## config.mk

```make
export PLATFORM = sky130hd
export DESIGN_NAME = dram_ctrl_flat
export DESIGN_NICKNAME = d
export VERILOG_FILES = /design/src/rtl/dram_ctrl_if.sv /design/src/rtl/dram_ctrl.sv /design/src/flat_wrapper.sv
export SDC_FILE = /design/constraint.sdc
export NUM_CORES = 1
export LEC_CHECK = 0
export CAP_MARGIN = 10
export CORE_MARGIN = 2
export CORE_UTILIZATION = 43
export DETAILED_ROUTE_END_ITERATION = 6
export HOLD_SLACK_MARGIN = 0.12
export PLACE_DENSITY = 0.87
export SLEW_MARGIN = 20
export SYNTH_ARGS = -nofsm -noshare
export SYNTH_HDL_FRONTEND = slang
export SYNTH_SLANG_ARGS = --single-unit
```

## constraint.sdc

```tcl
create_clock -name clk -period 1.9 [get_ports clk]
set_input_delay 0.285 -clock clk [delete_from_list [all_inputs] [get_ports clk]]
set_output_delay 0.285 -clock clk [all_outputs]
set_load 0.005 [all_outputs]
```

## src/rtl/dram_ctrl_if.sv

```systemverilog
// Command, response and data-RAM signal bundle for dram_ctrl.
// The master side is the command source plus the RAM; the slave side is the controller.
interface dram_ctrl_if;
    logic       cmd_valid;
    logic       cmd_ready;
    logic [1:0] cmd_op;
    logic [6:0] cmd_addr;
    logic [6:0] cmd_len;
    logic [7:0] cmd_data;
    logic       rsp_valid;
    logic [7:0] rsp_data;
    logic       rsp_err;
    logic       rsp_carry;
    logic [6:0] mem_address;
    logic       mem_we;
    logic       mem_re;
    logic [7:0] mem_din;
    logic [7:0] mem_dout;

    modport master (
        output cmd_valid, cmd_op, cmd_addr, cmd_len, cmd_data, mem_dout,
        input  cmd_ready, rsp_valid, rsp_data, rsp_err, rsp_carry,
               mem_address, mem_we, mem_re, mem_din
    );

    modport slave (
        input  cmd_valid, cmd_op, cmd_addr, cmd_len, cmd_data, mem_dout,
        output cmd_ready, rsp_valid, rsp_data, rsp_err, rsp_carry,
               mem_address, mem_we, mem_re, mem_din
    );
endinterface

```

## src/rtl/dram_ctrl.sv

```systemverilog
// Command-driven controller for a single-port data RAM with registered read data:
// READ, WRITE, INCR (read-modify-write +1) and bounded FILL.
module dram_ctrl #(
    parameter int DEPTH = 70
) (
    input  logic       clk,
    input  logic       reset_n,
    dram_ctrl_if.slave bus
);
    // state  | meaning
    // IDLE   | cmd_ready high, waiting for a command
    // RD     | READ: mem_re at the command address
    // RDCAP  | READ: mem_dout valid, captured into rsp_data
    // INC_RD | INCR: mem_re at the command address
    // INC_WR | INCR: write back mem_dout+1
    // WR     | WRITE: single write cycle
    // FILL   | FILL: one write per cycle, address stepping up
    // RSP    | one-cycle rsp_valid, then IDLE

    localparam logic [7:0] DEPTH_W   = 8'(DEPTH);
    localparam logic [6:0] LAST_ADDR = 7'(DEPTH - 1);

    typedef enum logic [2:0] {
        IDLE, RD, RDCAP, INC_RD, INC_WR, WR, FILL, RSP
    } state_t;

    state_t     state, state_nx;
    logic [6:0] addr_q, addr_nx;
    logic [6:0] cnt_q, cnt_nx;
    logic [7:0] din_q, din_nx;
    logic [7:0] rdata_q, rdata_nx;
    logic       err_q, err_nx;
    logic       carry_q, carry_nx;
    logic [7:0] inc_val;

    assign inc_val = bus.mem_dout + 8'd1;

    always_ff @(posedge clk or negedge reset_n) begin
        if (!reset_n) begin
            state   <= IDLE;
            addr_q  <= '0;
            cnt_q   <= '0;
            din_q   <= '0;
            rdata_q <= '0;
            err_q   <= 1'b0;
            carry_q <= 1'b0;
        end else begin
            state   <= state_nx;
            addr_q  <= addr_nx;
            cnt_q   <= cnt_nx;
            din_q   <= din_nx;
            rdata_q <= rdata_nx;
            err_q   <= err_nx;
            carry_q <= carry_nx;
        end
    end

    always_comb begin
        state_nx = state;
        addr_nx  = addr_q;
        cnt_nx   = cnt_q;
        din_nx   = din_q;
        rdata_nx = rdata_q;
        err_nx   = err_q;
        carry_nx = carry_q;
        case (state)
            IDLE: begin
                if (bus.cmd_valid) begin
                    if ({1'b0, bus.cmd_addr} >= DEPTH_W) begin
                        // out-of-range start: respond straight away, RAM untouched
                        state_nx = RSP;
                        rdata_nx = '0;
                        err_nx   = 1'b1;
                        carry_nx = 1'b0;
                    end else begin
                        addr_nx = bus.cmd_addr;
                        cnt_nx  = bus.cmd_len;
                        case (bus.cmd_op)
                            2'b00: state_nx = RD;
                            2'b01: begin
                                state_nx = WR;
                                din_nx   = bus.cmd_data;
                            end
                            2'b10: state_nx = INC_RD;
                            default: begin
                                state_nx = FILL;
                                din_nx   = bus.cmd_data;
                            end
                        endcase
                    end
                end
            end
            RD:     state_nx = RDCAP;
            RDCAP: begin
                state_nx = RSP;
                rdata_nx = bus.mem_dout;
                err_nx   = 1'b0;
                carry_nx = 1'b0;
            end
            INC_RD: state_nx = INC_WR;
            INC_WR: begin
                state_nx = RSP;
                din_nx   = inc_val;
                rdata_nx = inc_val;
                err_nx   = 1'b0;
                carry_nx = (bus.mem_dout == 8'hFF);
            end
            WR: begin
                state_nx = RSP;
                rdata_nx = '0;
                err_nx   = 1'b0;
                carry_nx = 1'b0;
            end
            FILL: begin
                if (cnt_q == 7'd0) begin
                    state_nx = RSP;
                    rdata_nx = '0;
                    err_nx   = 1'b0;
                    carry_nx = 1'b0;
                end else if (addr_q == LAST_ADDR) begin
                    // words still pending but the top of memory was just written
                    state_nx = RSP;
                    rdata_nx = '0;
                    err_nx   = 1'b1;
                    carry_nx = 1'b0;
                end else begin
                    addr_nx = addr_q + 7'd1;
                    cnt_nx  = cnt_q - 7'd1;
                end
            end
            RSP:     state_nx = IDLE;
            default: state_nx = IDLE;
        endcase
    end

    assign bus.cmd_ready   = (state == IDLE);
    assign bus.rsp_valid   = (state == RSP);
    assign bus.rsp_data    = rdata_q;
    assign bus.rsp_err     = err_q;
    assign bus.rsp_carry   = carry_q;
    assign bus.mem_address = addr_q;
    assign bus.mem_re      = (state == RD) || (state == INC_RD);
    assign bus.mem_we      = (state == WR) || (state == FILL) || (state == INC_WR);
    // the incremented word is only known once the RAM read data arrives in INC_WR
    assign bus.mem_din     = (state == INC_WR) ? inc_val : din_q;
endmodule

```

## src/flat_wrapper.sv

```systemverilog
// flat-port wrapper written by rule: the top's interface ports become plain ports
module dram_ctrl_flat 
#(
    parameter int DEPTH = 70
)
  (clk, reset_n, bus_cmd_valid, bus_cmd_op, bus_cmd_addr, bus_cmd_len, bus_cmd_data, bus_mem_dout, bus_cmd_ready, bus_rsp_valid, bus_rsp_data, bus_rsp_err, bus_rsp_carry, bus_mem_address, bus_mem_we, bus_mem_re, bus_mem_din);
  dram_ctrl_if bus_i ();
  input  logic clk;
  input  logic reset_n;
  input wire logic [$bits(bus_i.cmd_valid)-1:0] bus_cmd_valid;
  input wire logic [$bits(bus_i.cmd_op)-1:0] bus_cmd_op;
  input wire logic [$bits(bus_i.cmd_addr)-1:0] bus_cmd_addr;
  input wire logic [$bits(bus_i.cmd_len)-1:0] bus_cmd_len;
  input wire logic [$bits(bus_i.cmd_data)-1:0] bus_cmd_data;
  input wire logic [$bits(bus_i.mem_dout)-1:0] bus_mem_dout;
  output wire logic [$bits(bus_i.cmd_ready)-1:0] bus_cmd_ready;
  output wire logic [$bits(bus_i.rsp_valid)-1:0] bus_rsp_valid;
  output wire logic [$bits(bus_i.rsp_data)-1:0] bus_rsp_data;
  output wire logic [$bits(bus_i.rsp_err)-1:0] bus_rsp_err;
  output wire logic [$bits(bus_i.rsp_carry)-1:0] bus_rsp_carry;
  output wire logic [$bits(bus_i.mem_address)-1:0] bus_mem_address;
  output wire logic [$bits(bus_i.mem_we)-1:0] bus_mem_we;
  output wire logic [$bits(bus_i.mem_re)-1:0] bus_mem_re;
  output wire logic [$bits(bus_i.mem_din)-1:0] bus_mem_din;
  assign bus_i.cmd_valid = bus_cmd_valid;
  assign bus_i.cmd_op = bus_cmd_op;
  assign bus_i.cmd_addr = bus_cmd_addr;
  assign bus_i.cmd_len = bus_cmd_len;
  assign bus_i.cmd_data = bus_cmd_data;
  assign bus_i.mem_dout = bus_mem_dout;
  assign bus_cmd_ready = bus_i.cmd_ready;
  assign bus_rsp_valid = bus_i.rsp_valid;
  assign bus_rsp_data = bus_i.rsp_data;
  assign bus_rsp_err = bus_i.rsp_err;
  assign bus_rsp_carry = bus_i.rsp_carry;
  assign bus_mem_address = bus_i.mem_address;
  assign bus_mem_we = bus_i.mem_we;
  assign bus_mem_re = bus_i.mem_re;
  assign bus_mem_din = bus_i.mem_din;
  dram_ctrl #(.DEPTH(DEPTH)) u_core (.clk(clk), .reset_n(reset_n), .bus(bus_i));
endmodule
```

==> flow_summary.toml <==
[synthesis]
synth_edf_count = 0
syn_area_sq_um = 2210
syn_inst = 248
yosysWarnings = 0
avgSynthCellArea_sq_um = 8.93
syn-num-nets = 287
synth-seq-cells = 35
synthArstFlopShare_pct = 100
synth_adder_area_share_pct = 2.26
muxShareOfSynthArea_pct = 1.47
synth_top_area_share_pct = 39.5
synth_top_area_cell = "dfrtp_1"
yosys.area_share.xor_xnor_pct = 2.37
synthSimpleGateAreaFrac_pct = 22.0
synthFlopType = "dfrtp_1"
synth_top_family_by_area = "compound AO/OA/AOI/OAI gates"
ys_top_cells_by_area = "dfrtp_1, a21oi_1, nand2_1"
ys_types = 58
seq_area_frac_synth_pct = 39.5
synth_compound_area_share_pct = 28.6

[worst_setup_path]
crit_path_start_kind = "register"
reg2reg_depth = 7
arrival_ns = 2.25
required_ns = 2.08
worst-setup-path-type = "register to register"
cp_max_fo = 10
worst_setup_path_end_kind = "register"

[layout]
n_antenna_cell = 0
finalInstanceArea_sq_um = 3890
mostFrequentLayoutCell = "buf_4"
finish.cell_count_without_fillers = 468
final_nets = 436
multi_input_area_sq_um = 1480
regArea_sq_um = 878
area_delta_synth_final_pct = 75.6
drive_above_1_share_pct = 38.7
fillers = 285
final_cell_mix = "buf_4, clkdlybuf4s50_1, dfrtp_1"

[placed_design]
placed_cell_area_sq_um = 3380
dp_cells = 433
pre_cts_ws_ns = -0.487
portBuffers = 63
detailed_place_hpwl_um = 5420
gp_congestion = 0.923

[sta]
period_share_pct = 109
fin_skew_ns = 0.00937
rsz0062_at_grt = "yes"
timing.slew.headroom_pct = 67.8
fin_crit_ns = 2.07
hold_violations = 0
slew_violations = 0
max_freq_mhz = 483
postLayoutSetupSlackWorst_ns = -0.170
worstMarginPinSlew_ns = 0.482
finalSetupViolCount = 31

[floorplan]
dieArea_sq_um = 5740
die_w_um = 75.8
start_util_pct = 43.9
core_area_sq_um = 5040
die_h_um = 75.8
io_pins = 64
rows = 26

[clock_network]
clock-root-buffer = "clkbuf_8"
clk_path_buf_depth = 2
clock_sinks = 35
clk_latency_ns = 0.29
cts_tree = "yes"
cts-buffers-inserted = 5
cts_max_level = 2
clk_pin_slew_ns = 0.08

[outcome]
violations = "negative setup slack"
status = "finished with violations"

[pwr]
p_leak_uw = 0.00169
irDropWorstVdd_mv = 0.950
power_density_nw_per_um2 = 1530

[route]
drt_pass1_iterations = 5
wl_per_cell_um = 21.2
num_vias = 2971
route.antenna.remaining_nets = 0
wl_um = 9920
via_per_inst = 6.35
drtIter0Drc = 411
drc = 0

[job]
cap_viol_max_count = 0

[grt]
antenna_found_initial = 0
grt_pass1_wl_um = 13700
grt_overflow_total = 0
grt_pass1_vias = 2786
grt_max_degree = 36
grt_usage_pct = 31.5

[min_path]
holdCritPathClass = "primary input to asynchronous set/reset pin"
## cell families after synthesis
family                   count (synthesis)
adder cells (fa/ha/maj)                  4
XOR/XNOR                                 6
AND/OR/NAND/NOR                         88
buffers and inverters                   21
multiplexers                             3
flip-flops                              35
AO/OA/AOI/OAI                           91
## sequential cells by signal, indices dropped and copies added (netlist names)
| register | flops |
|---|---|
| u_core.bus.mem_address | 7 |
| u_core.bus.rsp_carry | 1 |
| u_core.bus.rsp_data | 8 |
| u_core.bus.rsp_err | 1 |
| u_core.cnt_q | 7 |
| u_core.din_q | 8 |
| u_core.state | 3 |
## worst max-delay path, cell delays in order, from the launching register on
cell and delay (ns):
dfrtp_1 0.40, buf_4 0.15, buf_4 0.12, and3b_2 0.23, o31ai_4 0.10, buf_6 0.16, or4_4 0.53, a32o_1 0.27
## cell usage after synthesis, types with 3 or more instances
cell type / number
dfrtp_1: 35
a22oi_1: 10
nor3b_1: 5
ha_1: 4
inv_1: 8
or3b_1: 3
o21ai_1: 7
buf_2: 3
nand2_1: 23
nand3_1: 8
or3_1: 3
clkbuf_1: 8
o21ai_0: 12
nor2_1: 17
and3_1: 5
a21o_1: 4
o22ai_1: 6
or4_1: 4
xnor2_1: 4
nor3_1: 5
a21oi_1: 22
a221o_1: 6
a31oi_1: 3
## power breakdown
| part | total (uW) | leakage, uW | internal, uW | switching [uW] |
|---|---|---|---|---|
| Sequential | 1420 | 0.000413 | 1090 | 330 |
| Clock | 537 | 0.0000412 | 256 | 280 |
| Combinational | 4010 | 0.00124 | 2100 | 1910 |
| Total | 5960 | 0.00169 | 3450 | 2520 |
## cell type report
cell class / instances / area share (%)
clock buffers: 6 / 1.87
clock inverters: 2 / 0.322
inverters: 9 / 0.868
multi-input cells: 192 / 38.0
flip-flops and latches: 35 / 22.6
well taps: 70 / 2.25
repair buffers: 154 / 34.1
## per-layer routing
layer,up-vias,wire [um],global-route usage [%]
li1,1249,-,-
met2,231,4740,49.9
met5,-,0,0
met4,0,447,12.5
met3,67,843,7.54
met1,1424,3890,41.4
## through the flow
stage	hold slack, ns	TNS, ns	util (%)	total power, uW
2_1_floorplan	-0.0106	-0.161	-	2830
3_3_place_gp	0.469	-4.87	67.1	4290
3_5_place_dp	0.470	-7.08	67.1	4420
4_1_cts	0.436	-1.12	73.5	5300
5_1_grt	0.444	-4.11	77.1	6230
6_report	0.414	-2.23	77.1	5960
## path summary, 6_finish.rpt
path	end	slack (ns)	from
max reg2reg	u_core.bus.mem_address[6]$_DFFE_PN0P_	-0.17	u_core.state[1]$_DFFE_PN0P_
min reg2reg	u_core.bus.rsp_carry$_DFFE_PN0P_	0.48	u_core.bus.rsp_carry$_DFFE_PN0P_
min	u_core.bus.mem_address[2]$_DFFE_PN0P_	0.41	reset_n
max in group asynchronous	u_core.state[0]$_DFFE_PN0P_	1.13	reset_n
min in group clk	u_core.bus.rsp_data[1]$_DFFE_PN0P_	0.46	bus_mem_dout[1]
max	u_core.bus.mem_address[6]$_DFFE_PN0P_	-0.17	u_core.state[1]$_DFFE_PN0P_
## timing repair
action                                  4_1_cts  5_1_grt
hold buffers                                  0        0
buffers inserted                             13       12
endpoints found under the setup margin       37       41
gates resized for setup                      50       38
cloned                                        2        0
pin swaps                                    15       14
Note: power is estimated with default switching activity, not from simulation.
